[config.mk]
export PLATFORM = sky130hd
export DESIGN_NAME = bin_bcd_codec
export DESIGN_NICKNAME = d
export VERILOG_FILES = /design/src/rtl/bin_bcd_pkg.sv /design/src/rtl/bin_bcd_codec_bcd2bin.sv /design/src/rtl/bin_bcd_codec_bin2bcd.sv /design/src/rtl/bin_bcd_codec.sv
export SDC_FILE = /design/constraint.sdc
export NUM_CORES = 1
export LEC_CHECK = 0
export ABC_AREA = 0
export BUFFER_PORTS_ARGS = -buffer_cell sky130_fd_sc_hd__buf_4
export CAP_MARGIN = 20
export CORE_MARGIN = 5
export CORE_UTILIZATION = 40
export DETAILED_ROUTE_END_ITERATION = 16
export SETUP_SLACK_MARGIN = 0.02
export SLEW_MARGIN = 20
export SYNTH_ARGS = -nofsm -noshare
export SYNTH_HDL_FRONTEND = slang
export SYNTH_SLANG_ARGS = --single-unit
[constraint.sdc]
create_clock -name clk -period 7 [get_ports clk]
set_input_delay 0.7 -clock clk [delete_from_list [all_inputs] [get_ports clk]]
set_output_delay 0.7 -clock clk [all_outputs]
set_load 0.02 [all_outputs]
[src/rtl/bin_bcd_pkg.sv]
// Shared types, defaults and width helper for the binary/BCD converters.
package bin_bcd_pkg;

  localparam int unsigned DEC_W_DEF = 8;

  // Binary width able to hold any dec_w-digit decimal number.
  function automatic int unsigned bin_w(input int unsigned dec_w);
    return $unsigned($clog2(10 ** dec_w));
  endfunction

  typedef logic [3:0] digit_t;

  typedef enum logic [1:0] {
    LOAD,
    WORK,
    DONE
  } state_t;

endpackage

[src/rtl/bin_bcd_codec_bcd2bin.sv]
// Free-running packed-BCD to binary converter, MSD-first multiply-accumulate.
module bcd2bin
  import bin_bcd_pkg::*;
#(
  parameter int unsigned DEC_W = DEC_W_DEF,
  parameter int unsigned BIN_W = bin_w(DEC_W)
) (
  input  logic               clk,
  input  logic               rst,
  input  digit_t [DEC_W-1:0] in,
  output logic [BIN_W-1:0]   out,
  output logic               rdy
);

  localparam int unsigned CNT_W = $clog2(DEC_W + 1);

  state_t             state;
  state_t             state_nxt;
  logic [CNT_W-1:0]   cnt;
  digit_t [DEC_W-1:0] sh;
  logic [BIN_W-1:0]   acc;
  logic               last;
  logic               load;
  logic               step;
  logic               done;

  assign last = (cnt == CNT_W'(DEC_W - 1));

  // State register.
  always_ff @(posedge clk or posedge rst) begin
    if (rst) state <= LOAD;
    else     state <= state_nxt;
  end

  // Next state: LOAD -> WORK (DEC_W cycles) -> DONE -> LOAD.
  always_comb begin
    state_nxt = state;
    unique case (state)
      LOAD:    state_nxt = WORK;
      WORK:    if (last) state_nxt = DONE;
      DONE:    state_nxt = LOAD;
      default: state_nxt = LOAD;
    endcase
  end

  // Datapath controls decoded from the current state.
  always_comb begin
    load = 1'b0;
    step = 1'b0;
    done = 1'b0;
    unique case (state)
      LOAD:    load = 1'b1;
      WORK:    step = 1'b1;
      DONE:    done = 1'b1;
      default: ;
    endcase
  end

  // Digit shift register, x10 accumulator, cycle counter and registered result.
  always_ff @(posedge clk or posedge rst) begin
    if (rst) begin
      sh  <= '0;
      acc <= '0;
      cnt <= '0;
      out <= '0;
      rdy <= 1'b0;
    end else begin
      rdy <= done;
      if (load) begin
        sh  <= in;
        acc <= '0;
        cnt <= '0;
      end
      if (step) begin
        // Digits above 9 are weighted as-is; arithmetic wraps at 2^BIN_W.
        acc <= (acc << 3) + (acc << 1) + BIN_W'(sh[DEC_W-1]);
        sh  <= sh << 4;
        cnt <= cnt + CNT_W'(1);
      end
      if (done) out <= acc;
    end
  end

endmodule

[src/rtl/bin_bcd_codec_bin2bcd.sv]
// Free-running double-dabble binary to packed-BCD converter.
module bin2bcd
  import bin_bcd_pkg::*;
#(
  parameter int unsigned DEC_W = DEC_W_DEF,
  parameter int unsigned BIN_W = bin_w(DEC_W)
) (
  input  logic               clk,
  input  logic               rst,
  input  logic [BIN_W-1:0]   in,
  output digit_t [DEC_W-1:0] out,
  output logic               rdy
);

  localparam int unsigned CNT_W = $clog2(BIN_W + 1);
  localparam int unsigned ACC_W = 4 * DEC_W;

  state_t             state;
  state_t             state_nxt;
  logic [CNT_W-1:0]   cnt;
  logic [BIN_W-1:0]   sh;
  digit_t [DEC_W-1:0] acc;
  digit_t [DEC_W-1:0] acc_adj;
  logic [ACC_W-1:0]   adj_flat;
  logic               last;
  logic               load;
  logic               step;
  logic               done;

  assign last = (cnt == CNT_W'(BIN_W - 1));

  // State register.
  always_ff @(posedge clk or posedge rst) begin
    if (rst) state <= LOAD;
    else     state <= state_nxt;
  end

  // Next state: LOAD -> WORK (BIN_W cycles) -> DONE -> LOAD.
  always_comb begin
    state_nxt = state;
    unique case (state)
      LOAD:    state_nxt = WORK;
      WORK:    if (last) state_nxt = DONE;
      DONE:    state_nxt = LOAD;
      default: state_nxt = LOAD;
    endcase
  end

  // Datapath controls decoded from the current state.
  always_comb begin
    load = 1'b0;
    step = 1'b0;
    done = 1'b0;
    unique case (state)
      LOAD:    load = 1'b1;
      WORK:    step = 1'b1;
      DONE:    done = 1'b1;
      default: ;
    endcase
  end

  // Add-3 correction on every digit that would overflow when doubled.
  always_comb begin
    acc_adj = acc;
    for (int i = 0; i < int'(DEC_W); i++) begin
      acc_adj[i] = (acc[i] >= 4'd5) ? acc[i] + 4'd3 : acc[i];
    end
    adj_flat = acc_adj;
  end

  // Shift register, accumulator, cycle counter and registered result.
  always_ff @(posedge clk or posedge rst) begin
    if (rst) begin
      sh  <= '0;
      acc <= '0;
      cnt <= '0;
      out <= '0;
      rdy <= 1'b0;
    end else begin
      rdy <= done;
      if (load) begin
        sh  <= in;
        acc <= '0;
        cnt <= '0;
      end
      if (step) begin
        // Carry out of the top digit is dropped: result is modulo 10^DEC_W.
        acc <= ACC_W'({adj_flat, sh[BIN_W-1]});
        sh  <= sh << 1;
        cnt <= cnt + CNT_W'(1);
      end
      if (done) out <= acc;
    end
  end

endmodule

[src/rtl/bin_bcd_codec.sv]
// Independent binary->BCD and BCD->binary converters sharing one clock.
module bin_bcd_codec
  import bin_bcd_pkg::*;
#(
  parameter int unsigned DEC_W = DEC_W_DEF,
  parameter int unsigned BIN_W = bin_w(DEC_W)
) (
  input  logic               clk,
  input  logic               rst,
  input  logic [BIN_W-1:0]   bin_in,
  output digit_t [DEC_W-1:0] bcd_out,
  output logic               bin2bcd_rdy,
  input  digit_t [DEC_W-1:0] bcd_in,
  output logic [BIN_W-1:0]   bin_out,
  output logic               bcd2bin_rdy
);

  bin2bcd #(
    .DEC_W(DEC_W),
    .BIN_W(BIN_W)
  ) u_bin2bcd (
    .clk(clk),
    .rst(rst),
    .in (bin_in),
    .out(bcd_out),
    .rdy(bin2bcd_rdy)
  );

  bcd2bin #(
    .DEC_W(DEC_W),
    .BIN_W(BIN_W)
  ) u_bcd2bin (
    .clk(clk),
    .rst(rst),
    .in (bcd_in),
    .out(bin_out),
    .rdy(bcd2bin_rdy)
  );

endmodule

[Word-level counts from Yosys, hierarchy flattened]
Index checks and enable logic that the tools add are counted.
Word-level totals
  bits of input ports: 61
  word-level logic and storage cells: 95
  register bits after elaboration: 192
Cells by class
  $lt $le $gt $ge: 8
  muxes and demuxes: 30
  equality and inequality tests: 8
  reduce and logical (&&, ||, !) cells: 4
  add/sub/neg operators: 12
Operators with widths (number)
  $mux 32: 4
  $mux 27: 4
  $mux 4: 9
  $ge 4x3->1 const B: 8
  $add 4x2->4 const B: 7
  $add 27x27->27: 1
  $add 27x4->27: 1
  $mux 5: 2
  $pmux 2 s2: 2
  $mux 1: 6
  $add 5x1->5 const B: 1
  $eq 5x5->1 const B: 1
  $add 4x1->4 const B: 1
  $eq 2x1->1 const B: 2
  $eq 2x2->1 const B: 2
  $eq 4x3->1 const B: 1
  $logic_not 2->1: 2
  $mux 2: 2
  $ne 2x1->1 const B: 2
  $reduce_bool 2->1: 2
  $add 3x2->3 const B: 1
  $mux 3: 1

[Depth between registers and ports, before layout]
  word-level depth: 4
  mapped depth: 10
  mapped depth without buffers: 10

[By module]
From an unflattened synthesis, not the netlist that was laid out.
Second synthesis, totals
  cell total of the unflattened synthesis: 992
  area total of the unflattened synthesis: 10137.2 um^2
Modules (own cells, without submodules)
  bcd2bin: times used 1, cells each 544, area each 5442.7 um^2
  bin2bcd: times used 1, cells each 448, area each 4694.5 um^2

[Worst setup path after synthesis]
OpenSTA, ideal clock, no wires.
  path kind: register to register
  start point: register u_bcd2bin.acc[0]
  end point: register u_bcd2bin.acc[18]
  data required time: 6.854 ns
  arrival time: 2.527 ns
  clock period less this slack: 2.673 ns
  cell stages (with the launch flop): 10
  slack: 4.327 ns
  path through: dfrtp_1 > inv_1 > fa_1 > fa_1 > nand2b_1 > a21oi_2 > o21ai_1 > a211oi_1 > mux2i_1 > o311ai_0
On the way
  longest elaborated chain between the ends: 3
Ends and longest elaborated chain
  start: declaration: line bin_bcd_codec_bcd2bin.sv:21  | logic [BIN_W-1:0] acc;
  start signal: assignment: line bin_bcd_codec_bcd2bin.sv:76  | acc <= (acc << 3) + (acc << 1) + BIN_W'(sh[DEC_W-1]);
  $add 27x27->27: line bin_bcd_codec_bcd2bin.sv:76
  $add 27x4->27: line bin_bcd_codec_bcd2bin.sv:76
  $mux 27: line bin_bcd_codec_bcd2bin.sv:74  | if (step) begin
No other way between the ends.
A chain may end at the register's enable or synchronous reset.

[Worst setup path in the final report]
Same ends and word-level chain as after synthesis.

==> impl_metrics.ini <==
[status]
status = completed

[synthesis]
synth-async-reset-ratio_pct = 100.0
yosys_warnings = 0
synth_edf_count = 0
syn_nets = 1105
yosys_register_bits = 192
synth_area_um2 = 10150
synth_flop_cell = sky130_fd_sc_hd__dfrtp_1
ys_types = 64
synth_seq_area_share_pct = 47.33
avgSynthCellArea_um2 = 10.41
post_synth_inst_count = 975

[cts]
cts-buffers-inserted = 17
cts_hold_buf = 0
post_cts_resized = 0
cts_tree = yes
path_clk_slew_ns = 0.08
htreeDepth = 4
post-cts-setup-buffers = 0
numClockSinks = 192
cts_max_path_buffers = 2
clk_latency_ns = 0.43
root_buffer = sky130_fd_sc_hd__clkbuf_16

[timing]
clock.fmax_mhz = 344.5
grt_setup_unrepaired = no
min_period_ns = 2.902
worst_pin_slew_ns = 1.028
timing.final.crit_share_pct = 41.46
timing.final.hold_violations = 0
setup_total_negative_slack_ns = 0
slew_headroom_pct = 31.29
timing.final.max_slew_violations = 0
total_setup_violations_reported_at_the_end_of_the_flow = 0
clock-skew-final_ns = 0.01093

[setup_path]
worst_path_cell_chain = inv_1 > fa_1 > fa_1 > nand2b_1 > a21oi_2 > o21ai_1 > a211oi_1 > mux2i_1 > o311ai_0
cpMostUsedCell = sky130_fd_sc_hd__fa_1
cpMaxStageDelayCell = sky130_fd_sc_hd__fa_1
worstSetupStartpointType = flop
worstSetupEndpointType = flop
timing.critical_path.buf_inv = 1
arrival_ns = 3.19
startpoint = u_bcd2bin.acc[0]
rr_startpoint = u_bcd2bin.acc[0]
worst_path_dominant_cell_family = adder cells
slowest_delay_ns = 0.53
required_ns = 7.28
crit_path_max_fanout = 4
critPathKind = reg2reg

[floorplanning]
placementRows = 58
floorplan.die_area_um2 = 28660
floorplan.io_pins = 122
starting_density_of_the_core_pct = 40.43
die-width_um = 169.3
core_um2 = 25110
die_h_um = 169.3

[detailed_routing]
remaining_drc_errors = 0
met2_wirelength_um = 9690
route.top_layer_used = met4
final_antenna_net_count = 0
vias = 7148
wl_met3_um = 1042
drt_iter0_markers = 368
wl_per_cell_um = 15.32
finalWirelength_um = 21620
initial_drt_pass_iterations = 4
avgViaCountPerCell = 5.066
drt-met1-wl_um = 10620

[global_route]
grt_start_max_net_pins = 117
grt_pass1_wl_um = 36870
antenna_violations_before_repair = 0
gr-usage-all-layers_pct = 15.46
grt_overflow = 0
via_count_of_the_first_global_routing_pass = 7124

[power]
internal-power_w = 0.002898
power_density_nw_per_um2 = 426.6
total_leakage_power_nw = 5.565
share_seq_of_total_power_pct = 31.5
fraction_of_power_spent_switching_nets_pct = 42.86
p_switching_w = 0.002174
vdd_drop_max_mv = 0.1623
combPwrFrac_pct = 49.7
p_clk_share_pct = 18.8
finalPower_w = 0.005072

[final_layout]
mostFrequentLayoutCell = sky130_fd_sc_hd__dfrtp_1
multi_input_area_um2 = 5015
post_route_cells_drive_above_1_share_pct = 23.22
finalNonFillerCells = 1411
final_nets = 1199
flow.area_growth_from_synthesis_pct = 17.12
antenna_cells_inserted = 0
register_area_um2 = 4810
nFillCells = 2433
most_frequent_cells_in_the_layout = sky130_fd_sc_hd__dfrtp_1, sky130_fd_sc_hd__nand2_1, sky130_fd_sc_hd__buf_4

[placed_design]
dp.final_hpwl_um = 14560
numPortBuffers = 121
routabilityCongestion = 0.8055
dpl.cell_count = 1380

[min_path]
type_of_the_worst_min_delay_path = in2async

[job]
max-cap-violations = 0
## per-layer routing
layer  GRT usage [%]  up-vias
met4           4.410        0
met2           23.43      113
li1                -     3607
met3           3.704       18
met5               0        -
met1           22.20     3410
## through the flow
| stage | setup WS [ns] | utilization, % | area (um2) | hold WS [ns] |
|---|---|---|---|---|
| floorplan | 1.073 | - | 10150 | 0.4496 |
| global placement | 4.152 | 45.05 | 11310 | 0.4602 |
| detailed placement | 4.097 | 45.05 | 11310 | 0.4696 |
| CTS | 4.078 | 47.32 | 11880 | 0.4450 |
| global route | 3.847 | 47.35 | 11890 | 0.4579 |
| finish | 4.098 | 47.35 | 11890 | 0.3818 |
## power by group through the flow
| stage | registers [W] | clock network [W] | logic, W |
|---|---|---|---|
| 2_1_floorplan | 0.00171 | 0 | 0.00175 |
| 3_3_place_gp | 0.00161 | 0 | 0.00251 |
| 3_5_place_dp | 0.00162 | 0 | 0.00252 |
| 4_1_cts | 0.00160 | 0.000987 | 0.00254 |
| 5_1_grt | 0.00164 | 0.00103 | 0.00281 |
| 6_report | 0.00160 | 0.000954 | 0.00252 |
## registers in the layout, indices dropped and copies added, names as in the netlist
register	count
u_bcd2bin.rdy	1
u_bin2bcd.out	32
u_bcd2bin.sh	32
u_bcd2bin.out	27
u_bin2bcd.state	2
u_bin2bcd.cnt	5
u_bcd2bin.cnt	4
u_bin2bcd.rdy	1
u_bin2bcd.sh	27
u_bcd2bin.state	2
u_bcd2bin.acc	27
u_bin2bcd.acc	32
## layout make-up
class,instances,area share (%)
Multi-Input combinational cell,700,42.18
Sequential cell,192,40.45
Timing Repair Buffer,127,8.051
Clock buffer,17,3.578
Tap cell,330,3.473
Clock inverter,14,1.221
Inverter,31,1.042
## synthesized netlist by cell type (all sizes together), types with 4 or more instances
master | instances | area share (%)
a211oi | 5 | 0.47
a21o | 13 | 0.96
a21oi | 47 | 2.7
a22o | 15 | 1.3
and3 | 4 | 0.25
buf | 20 | 1.1
clkbuf | 32 | 1.2
dfrtp | 192 | 47
ha | 67 | 8.3
inv | 31 | 1.1
mux2 | 60 | 6.7
mux2i | 57 | 5.6
nand2 | 149 | 5.6
nand2b | 18 | 1.1
nand3 | 10 | 0.49
nor2 | 30 | 1.1
nor2b | 5 | 0.31
nor3 | 10 | 0.59
nor3b | 4 | 0.30
o211ai | 6 | 0.59
o21a | 6 | 0.44
o21ai | 126 | 6.2
o31ai | 6 | 0.49
xnor2 | 17 | 1.5
xor2 | 9 | 0.78
## logic make-up after synthesis
logic type	Yosys count	synth area share (%)
buf+inv	83	3.390
flops	192	47.33
fa+ha+maj	69	8.653
compound gates	245	15.44
xor+xnor	26	2.243
simple gates	243	10.66
mux	117	12.28
## final timing paths
| check | to | slack (ns) | depth (start not counted) |
|---|---|---|---|
| worst max-delay path | u_bcd2bin.acc[18] | 4.10 | 9 |
| max in group asynchronous | u_bcd2bin.state[0] | 5.27 | 3 |
| worst min register to register | u_bcd2bin.sh[15] | 0.48 | 2 |
| worst min-delay path | u_bin2bcd.sh[22] | 0.38 | 2 |
| worst max register to register | u_bcd2bin.acc[18] | 4.10 | 9 |
| min in group clk | u_bcd2bin.sh[15] | 0.48 | 2 |
## worst register-to-register path, stage by stage (launching register included)
cell,delay [ns]
sky130_fd_sc_hd__dfrtp_1,0.38
sky130_fd_sc_hd__inv_1,0.07
sky130_fd_sc_hd__fa_1,0.53
sky130_fd_sc_hd__fa_1,0.46
sky130_fd_sc_hd__nand2b_1,0.20
sky130_fd_sc_hd__a21oi_2,0.25
sky130_fd_sc_hd__o21ai_1,0.23
sky130_fd_sc_hd__a211oi_1,0.30
sky130_fd_sc_hd__mux2i_1,0.22
sky130_fd_sc_hd__o311ai_0,0.13
(Power assumes the default switching activity.)
